**config.mk**
```make
export PLATFORM = sky130hd
export DESIGN_NAME = ps2_rx
export DESIGN_NICKNAME = d
export VERILOG_FILES = /design/src/rtl/ps2_pkg.sv /design/src/rtl/ps2_filter.sv /design/src/rtl/ps2_rx.sv
export SDC_FILE = /design/constraint.sdc
export NUM_CORES = 1
export LEC_CHECK = 0
export ABC_CLOCK_PERIOD_IN_PS = 1400
export BUFFER_PORTS_ARGS = -buffer_cell sky130_fd_sc_hd__buf_2
export CORE_UTILIZATION = 53
export DETAILED_ROUTE_END_ITERATION = 8
export GPL_TIMING_DRIVEN = 0
export HOLD_SLACK_MARGIN = 0.1
export PLACE_DENSITY = 0.78
export SYNTH_ARGS = -nofsm -noshare
export SYNTH_HDL_FRONTEND = slang
export SYNTH_HIERARCHICAL = 1
export SYNTH_SLANG_ARGS = --single-unit
```
**constraint.sdc**
```tcl
create_clock -name CLK_50 -period 1.4 [get_ports CLK_50]
set_input_delay 0.07 -clock CLK_50 [delete_from_list [all_inputs] [get_ports CLK_50]]
set_output_delay 0.07 -clock CLK_50 [all_outputs]
set_load 0.02 [all_outputs]
```
**src/rtl/ps2_pkg.sv**
```systemverilog
// Shared types and error codes for the PS/2 keyboard receiver.
`timescale 1ns/1ps
package ps2_pkg;

  typedef enum logic [1:0] {
    IDLE,
    DATA,
    PARITY,
    STOP
  } state_t;

  localparam logic [1:0] ERR_PARITY  = 2'b01;
  localparam logic [1:0] ERR_FRAME   = 2'b10;
  localparam logic [1:0] ERR_TIMEOUT = 2'b11;

endpackage

```
**src/rtl/ps2_filter.sv**
```systemverilog
// Two-flop synchronizer followed by a debounce filter: the output follows the
// input only after FILTER_LEN consecutive samples that disagree with it.
`timescale 1ns/1ps
module ps2_filter #(
  parameter int FILTER_LEN = 8
) (
  input  logic clk,
  input  logic srst,
  input  logic din,
  output logic dout
);

  localparam int CW = $clog2(FILTER_LEN + 1);

  logic          sync1_q, sync2_q;
  logic          out_q, out_d;
  logic [CW-1:0] cnt_q, cnt_d;

  // A one-bit line has only one value differing from out_q, so counting
  // disagreeing samples is the same as counting identical new samples.
  always_comb begin
    out_d = out_q;
    cnt_d = '0;
    if (sync2_q != out_q) begin
      if (cnt_q == CW'(FILTER_LEN - 1)) begin
        out_d = sync2_q;
      end else begin
        cnt_d = cnt_q + 1'b1;
      end
    end
  end

  always_ff @(posedge clk) begin
    if (srst) begin
      sync1_q <= 1'b1;
      sync2_q <= 1'b1;
      out_q   <= 1'b1;
      cnt_q   <= '0;
    end else begin
      sync1_q <= din;
      sync2_q <= sync1_q;
      out_q   <= out_d;
      cnt_q   <= cnt_d;
    end
  end

  assign dout = out_q;

endmodule

```
**src/rtl/ps2_rx.sv**
```systemverilog
// PS/2 keyboard receiver: filters KCLK/KDAT, deframes 11-bit frames and
// reports good bytes, parity/framing errors and inter-edge timeouts.
`timescale 1ns/1ps
module ps2_rx
  import ps2_pkg::*;
#(
  parameter int CLK_HZ     = 50000000,
  parameter int TIMEOUT_US = 200,
  parameter int FILTER_LEN = 8
) (
  input  logic       CLK_50,
  input  logic       RESET,
  input  logic       ps2_clk,
  input  logic       ps2_dat,
  output logic [7:0] rx_data,
  output logic       rx_valid,
  output logic       rx_err,
  output logic [1:0] err_code,
  output logic       busy
);

  localparam int TO_LIMIT = CLK_HZ / 1000000 * TIMEOUT_US;
  localparam int TW       = $clog2(TO_LIMIT + 1);

  logic kclk_f, kdat_f;

  ps2_filter #(.FILTER_LEN(FILTER_LEN)) u_clk_filter (
    .clk (CLK_50),
    .srst(RESET),
    .din (ps2_clk),
    .dout(kclk_f)
  );

  ps2_filter #(.FILTER_LEN(FILTER_LEN)) u_dat_filter (
    .clk (CLK_50),
    .srst(RESET),
    .din (ps2_dat),
    .dout(kdat_f)
  );

  state_t          state_q, state_d;
  logic            kclk_prev_q;
  logic [2:0]      bit_cnt_q, bit_cnt_d;
  logic [7:0]      shift_q, shift_d;
  logic            par_err_q, par_err_d;
  logic [TW-1:0]   to_cnt_q, to_cnt_d;
  logic [7:0]      rx_data_q, rx_data_d;
  logic            rx_valid_q, rx_valid_d;
  logic            rx_err_q, rx_err_d;
  logic [1:0]      err_code_q, err_code_d;
  logic            sample;
  logic            to_hit;

  assign sample = kclk_prev_q & ~kclk_f;
  assign to_hit = (to_cnt_q == TW'(TO_LIMIT));

  always_comb begin
    state_d    = state_q;
    bit_cnt_d  = bit_cnt_q;
    shift_d    = shift_q;
    par_err_d  = par_err_q;
    rx_data_d  = rx_data_q;
    rx_valid_d = 1'b0;
    rx_err_d   = 1'b0;
    err_code_d = err_code_q;
    to_cnt_d   = (state_q == IDLE || sample) ? '0 : to_cnt_q + 1'b1;

    case (state_q)
      IDLE: begin
        if (sample && !kdat_f) begin
          state_d   = DATA;
          bit_cnt_d = '0;
          par_err_d = 1'b0;
        end
      end
      DATA: begin
        if (sample) begin
          shift_d   = {kdat_f, shift_q[7:1]};
          bit_cnt_d = bit_cnt_q + 1'b1;
          if (bit_cnt_q == 3'd7) state_d = PARITY;
        end
      end
      PARITY: begin
        if (sample) begin
          par_err_d = ~(^{shift_q, kdat_f});
          state_d   = STOP;
        end
      end
      STOP: begin
        if (sample) begin
          state_d = IDLE;
          if (par_err_q) begin
            rx_err_d   = 1'b1;
            err_code_d = ERR_PARITY;
          end else if (!kdat_f) begin
            rx_err_d   = 1'b1;
            err_code_d = ERR_FRAME;
          end else begin
            rx_valid_d = 1'b1;
            rx_data_d  = shift_q;
          end
        end
      end
      default: state_d = IDLE;
    endcase

    // A sample event in the terminal cycle keeps the frame alive.
    if (state_q != IDLE && !sample && to_hit) begin
      state_d    = IDLE;
      rx_valid_d = 1'b0;
      rx_err_d   = 1'b1;
      err_code_d = ERR_TIMEOUT;
    end
  end

  always_ff @(posedge CLK_50) begin
    if (RESET) begin
      state_q     <= IDLE;
      kclk_prev_q <= 1'b1;
      bit_cnt_q   <= '0;
      shift_q     <= '0;
      par_err_q   <= 1'b0;
      to_cnt_q    <= '0;
      rx_data_q   <= '0;
      rx_valid_q  <= 1'b0;
      rx_err_q    <= 1'b0;
      err_code_q  <= '0;
    end else begin
      state_q     <= state_d;
      kclk_prev_q <= kclk_f;
      bit_cnt_q   <= bit_cnt_d;
      shift_q     <= shift_d;
      par_err_q   <= par_err_d;
      to_cnt_q    <= to_cnt_d;
      rx_data_q   <= rx_data_d;
      rx_valid_q  <= rx_valid_d;
      rx_err_q    <= rx_err_d;
      err_code_q  <= err_code_d;
    end
  end

  assign rx_data  = rx_data_q;
  assign rx_valid = rx_valid_q;
  assign rx_err   = rx_err_q;
  assign err_code = err_code_q;
  assign busy     = (state_q != IDLE);

endmodule

```
-- Yosys cells after proc, flatten, opt, wreduce, memory -nomap -nowiden
Index checks and enable logic that the tools add are counted.
- flip-flop bits (word level): 55
- output and inout bits: 13
- logic and storage cells: 94
- $add $sub $neg: 4
- eq/ne operators: 15
- mux-type cells: 23
- bitwise gates (word level): 8
- reductions and logical operators: 26
- operators by type and width (cell ; count):
    $mux W2 ; 10
    $add A14 B1 Y14 const B ; 1
    $eq A14 B14 Y1 const B ; 1
    $reduce_bool A2 Y1 ; 5
    $reduce_and A3 Y1 ; 3
    $reduce_xor A9 Y1 ; 1
    $add A4 B1 Y4 const B ; 2
    $eq A4 B3 Y1 const B ; 2
    $mux W1 ; 8
    $ne A2 B2 Y1 const B ; 4
    $pmux W2 S4 ; 1
    $not A1 Y1 ; 7
    $mux W3 ; 2
    $pmux W3 S2 ; 1
    $reduce_and A2 Y1 ; 3
    $reduce_or A3 Y1 ; 2
    $reduce_and A5 Y1 ; 1
    $reduce_or A5 Y1 ; 1
    $eq A2 B2 Y1 const B ; 2
    $reduce_and A4 Y1 ; 1
    $reduce_or A2 Y1 ; 2
    $add A3 B1 Y3 const B ; 1
    $eq A3 B3 Y1 const B ; 1
    $logic_and A1 B1 Y1 ; 3
    9 further kinds ; 11

-- Longest topological paths before layout
- depth after elaboration: 7
- depth in mapped cells: 6
- mapped depth without buffers: 6

-- Modules after synthesis
Netlist, hierarchy kept.
- modules (own cells, without submodules) (module ; times used ; cells each ; area each (µm²) ; seq. area each (µm²)):
    ps2_rx ; 1 ; 215 ; 1863.0 ; 820.8
    ps2_filter ; 2 ; 24 ; 249.0 ; 140.1

-- Worst setup path before layout
Ideal clock, no wire load.
- kind: register to register
- start point: reg state_q[0]
- end point: reg bit_cnt_q[0]
- library setup time: 0.128 ns
- data arrival time: 1.344 ns
- data required time: 1.272 ns
- slack: -0.071 ns
- stages on the path, launching flop included: 7
- path buffers: 0
- cell sequence: dfxtp_1 > inv_1 > ha_1 > nand2b_1 > a21oi_1 > mux2i_1 > nor2_1
- cells in the longest elaborated chain, start to end: 3
- ends and longest elaborated chain (element ; RTL line ; RTL):
    start: declaration ; ps2_rx.sv:41 ; state_t state_q, state_d;
    start signal: assignment ; ps2_rx.sv:129 ; state_q <= state_d;
    $eq A2 B1 Y1 or $logic_not A2 Y1 (tied branches) ; ps2_rx.sv:68 ; case (state_q)
    $ne A2 B2 Y1 (no source line) (tied with other cells) ; n/a ;
    $reduce_and A3 Y1 (no source line) ; n/a ;
    end signal: assignment ; ps2_rx.sv:131 ; bit_cnt_q <= bit_cnt_d;
    end: declaration ; ps2_rx.sv:43 ; logic [2:0] bit_cnt_q, bit_cnt_d;
Several ways; a longest one is shown, not always the timed one.
A chain may end at the register's enable or synchronous reset.

-- Worst setup path in the final report
- start point: reg state_q[1]
- end point: reg state_q[0]
- cells in the longest elaborated chain, start to end: 4
- ends and longest elaborated chain (element):
    parallel branches: the longest is 4 deep, another holds $reduce_and A5 Y1
Parallel ways; which one is timed is not known.

==> implementation parameters <==
Parameter                              Value

Outcome
  Outcome    complete, but fails checks
  Violations in the final reports    negative setup slack

Clock tree
  Count of clock tree sinks    55
  Clock tree buffer depth    2
  Total CTS buffers    5
  Clock H-tree levels    2
  Insertion delay of the later-clocked pin in the worst-skew pair    ~0.32 ns
  Clock root buffer    sky130_fd_sc_hd__clkbuf_8
  Clock tree from TritonCTS    yes
  Clock slew seen by the registers of the worst setup and hold paths    about 0.1 ns

Setup path
  Source of the worst register-to-register timing path    state_q[1]
  Worst endpoint data arrival time    between 1.5 and 2 ns
  Register-to-Register Path Depth    5
  Required time reported for the critical path endpoint    about 1.6 ns
  Crit Path Class    flop to flop
  Slack of the worst reg-to-reg path    -0.04 ns
  Highest net fanout along the worst path    6
  Endpoint of the lowest-slack register-to-register path    state_q[0]
  Kind of start point of the critical path    flop
  CP endpoint kind    flop

Floorplanning
  Initial core utilization    a little under three fifths
  Number of ports placed on the die boundary    17
  Die width    ~70 um
  Die ar.    roughly 4700 sq um
  Number of placement rows    23
  Vertical extent of the die    68.75 um
  Core area    4144 sq um

Job
  Number of violations of the max-capacitance limit    0

Synthesis
  Commonest register cell after synthesis    sky130_fd_sc_hd__dfxtp_1
  Most instantiated library cell after synthesis    sky130_fd_sc_hd__dfxtp_1
  Post-synth EDFFs    0
  Mapped cell area    ~2400 sq um
  Count of distinct cell types in the synthesized netlist    31
  List of most frequent post-synthesis cells    sky130_fd_sc_hd__dfxtp_1, sky130_fd_sc_hd__nor2_1, sky130_fd_sc_hd__a21oi_1
  Area share of the largest cell type after synthesis    around 47%
  Cell taking the most area after synthesis    sky130_fd_sc_hd__dfxtp_1
  Gate Count Post-Synth    263
  Proportion of synthesized chip area in sequential cells    ~47%
  Fraction of registers with async set or reset after synthesis    0%
  Number of flip-flops and latches in the synthesized netlist    55
  Area contributors post-synth    sky130_fd_sc_hd__dfxtp_1, sky130_fd_sc_hd__xnor2_1, sky130_fd_sc_hd__ha_1, sky130_fd_sc_hd__nor2_1, sky130_fd_sc_hd__a21oi_1
  Total of warnings raised by yosys    6
  Number of nets in the synthesized netlist    278
  Avg Cell Area, Syn    between 8 and 9 sq um

Placed design
  RePlAce Congestion    between 0.7 and 0.8
  Number of port buffers    16
  Worst slack, placed    -0.2516 ns
  HPWL after detailed placement    2882 um

Power and ir drop
  P_leak    ~1.2 nW
  Total power density per cell area    about 820 nW/um^2
  Max IR drop VDD    516.2 uV
  Overall power of the completed layout    2.520 mW

GRT
  Vias in the first global route    around 1,800
  Initial antenna violation count    0
  Overall fraction of global-route tracks in use    a little under a quarter
  Pin count of the biggest net entering global routing    19
  Overflow left after global routing    0
  First-pass GRT wire length    between 7000 and 8000 um

Timing
  Layout Skew    between 0.006 and 0.007 ns
  Worst-case setup margin in the final layout    -0.03966 ns
  Pin slew with the least headroom to its limit    around 0.5 ns
  Clock period minus worst slack    ~1.4 ns
  Final setup vio count    7
  Unrepaired setup endpoints after global routing    true
  Hold Vio Cnt, Final    0
  Final Slew Violations    0
  Worst rel slew slack    about two thirds
  Max Freq    around 0.69 GHz
  Share of the clock period used by the worst path after layout    102.8%

Route
  Post-route DRC    0
  Per-cell routed wire length    approximately 15 um
  Number of vias after detailed routing    around 2,000
  Final routed wirelength across all metal layers    between 5000 and 6000 um
  Violation count after the first detailed-route iteration    around 140
  Final antenna-violating net count    0
  First-pass DRT Iterations    4
  Vias per std cell    5.591

Worst hold path
  Hold Path Cell Cnt    3
  Worst Hold End    u_dat_filter/cnt_q[1]
  Worst min path class    primary input to flop
  Hold path start    RESET

Final layout
  Layout cell share with drive strength beyond 1    approximately 34%
  Antenna cell count    0
  Area delta synth->final    30.58%
  FILL cells    approximately 280
  Final core utilization    ~74%
  Final-stage net count    approximately 320
[logic make-up (layout without fill, tap and decap cells)]
group                      Yosys count  count (layout)  synth area share [%]
and+or+nand+nor                    101             101                 21.89
adders and majority gates           11              11                 5.829
buffers and inverters               23              67                 3.657
DFF                                 55              55                 46.64
muxes                                9               9                 3.816
xor gates and xnor gates            22              22                 8.744
AOI/OAI and AO/OA                   42              42                 9.433
[registers in the layout, summed over array words and instances, names as in the netlist]
signal and flops:
bit_cnt_q 3, u_clk_filter/cnt_q 4, rx_err 1, state_q 2, u_dat_filter/sync1_q 1, u_dat_filter/cnt_q 4
u_clk_filter/sync2_q 1, u_clk_filter/sync1_q 1, u_dat_filter/dout 1, par_err_q 1, rx_data 8, kclk_prev_q 1
u_clk_filter/dout 1, to_cnt_q 14, shift_q 8, err_code 2, u_dat_filter/sync2_q 1, rx_valid 1
[stage by stage]
| step | hold WS, ns | cells | cell area [sq um] | setup TNS (ns) |
|---|---|---|---|---|
| CTS | 0.1056 | 350 | 2883 | -0.002757 |
| detailed placement | 0.2545 | 329 | 2515 | -5.966 |
| global placement | 0.2550 | 329 | 2515 | -5.368 |
| global route | 0.1122 | 357 | 3083 | -1.179 |
| floorplan | 0.1697 | 263 | 2372 | -0.1602 |
| finish | 0.1084 | 357 | 3083 | -0.1552 |
[critical path: stages (launching register included)]
cell and delay (ns):
sky130_fd_sc_hd__dfxtp_4 0.39, sky130_fd_sc_hd__inv_2 0.08, sky130_fd_sc_hd__ha_4 0.20, sky130_fd_sc_hd__nor4_4 0.28
sky130_fd_sc_hd__a41o_1 0.30, sky130_fd_sc_hd__nor3_1 0.08
[how the worst max path moves through the flow]
stage | from | to | slack, ns | depth (start not counted)
3_3_place_gp | state_q[0] | to_cnt_q[3] | -0.25 | 6
6_report | state_q[1] | state_q[0] | -0.04 | 5
4_1_cts | state_q[0] | state_q[0] | -0.003 | 6
3_5_place_dp | state_q[0] | to_cnt_q[3] | -0.25 | 6
2_1_floorplan | state_q[0] | state_q[0] | -0.02 | 5
5_1_grt | to_cnt_q[1] | state_q[0] | -0.13 | 6
[cells in the final DEF, fill, tap and decap left out, drive strengths merged, types with 2 or more instances in the layout]
| cell | synthesis | layout |
|---|---|---|
| nor2b | 2 | 2 |
| nand2 | 14 | 14 |
| nor2 | 35 | 35 |
| nand4 | 4 | 4 |
| or2 | 7 | 7 |
| or3 | 6 | 6 |
| clkinv | 0 | 2 |
| clkbuf | 7 | 9 |
| xor2 | 5 | 5 |
| ha | 11 | 11 |
| nor3 | 5 | 5 |
| nand3 | 13 | 13 |
| and3b | 2 | 2 |
| nor4 | 5 | 5 |
| dfxtp | 55 | 55 |
| xnor2 | 16 | 16 |
| nand2b | 5 | 5 |
| inv | 16 | 17 |
| mux2i | 9 | 9 |
| dlygate4sd3 | 0 | 5 |
| a21oi | 21 | 21 |
| buf | 0 | 34 |
| o21ai | 17 | 17 |
[final cells by class]
class                           instances  area [sq um]  share of cell area, %
Buffer                                  6         35.03                  1.136
Clock buffer                            5         68.82                  2.232
Clock inverter                          3         22.52                 0.7305
Inverter                               16         65.06                  2.110
Multi-Input combinational cell        185          1421                  46.10
Sequential cell                        55          1144                  37.09
Tap cell                               50         62.56                  2.029
Timing Repair Buffer                   37         264.0                  8.563
[repair_timing]
action	CTS	global route
buffers inserted	9	6
endpoints found under the hold margin	6	0
resized for setup	47	46
endpoints found under the setup margin	39	36
hold buffers	5	0
cloned	0	1
pin swaps	6	16
[routing by layer]
metal	vias to the layer above	global-route usage, %	wire length, um	part of all wire [%]
met5	-	0	0	0
met4	0	12.24	123	2.3
met3	12	5.757	183	3.4
met2	57	39.34	2727	51
met1	955	26.29	2345	44
li1	972	-	-	-
[where the power goes]
part	leakage [nW]	internal (mW)	switching, mW
logic	0.687	0.0237	0.0282
registers	0.452	1.55	0.00338
clock network	0.0485	0.360	0.554
Note: power is estimated with default switching activity, not from simulation.
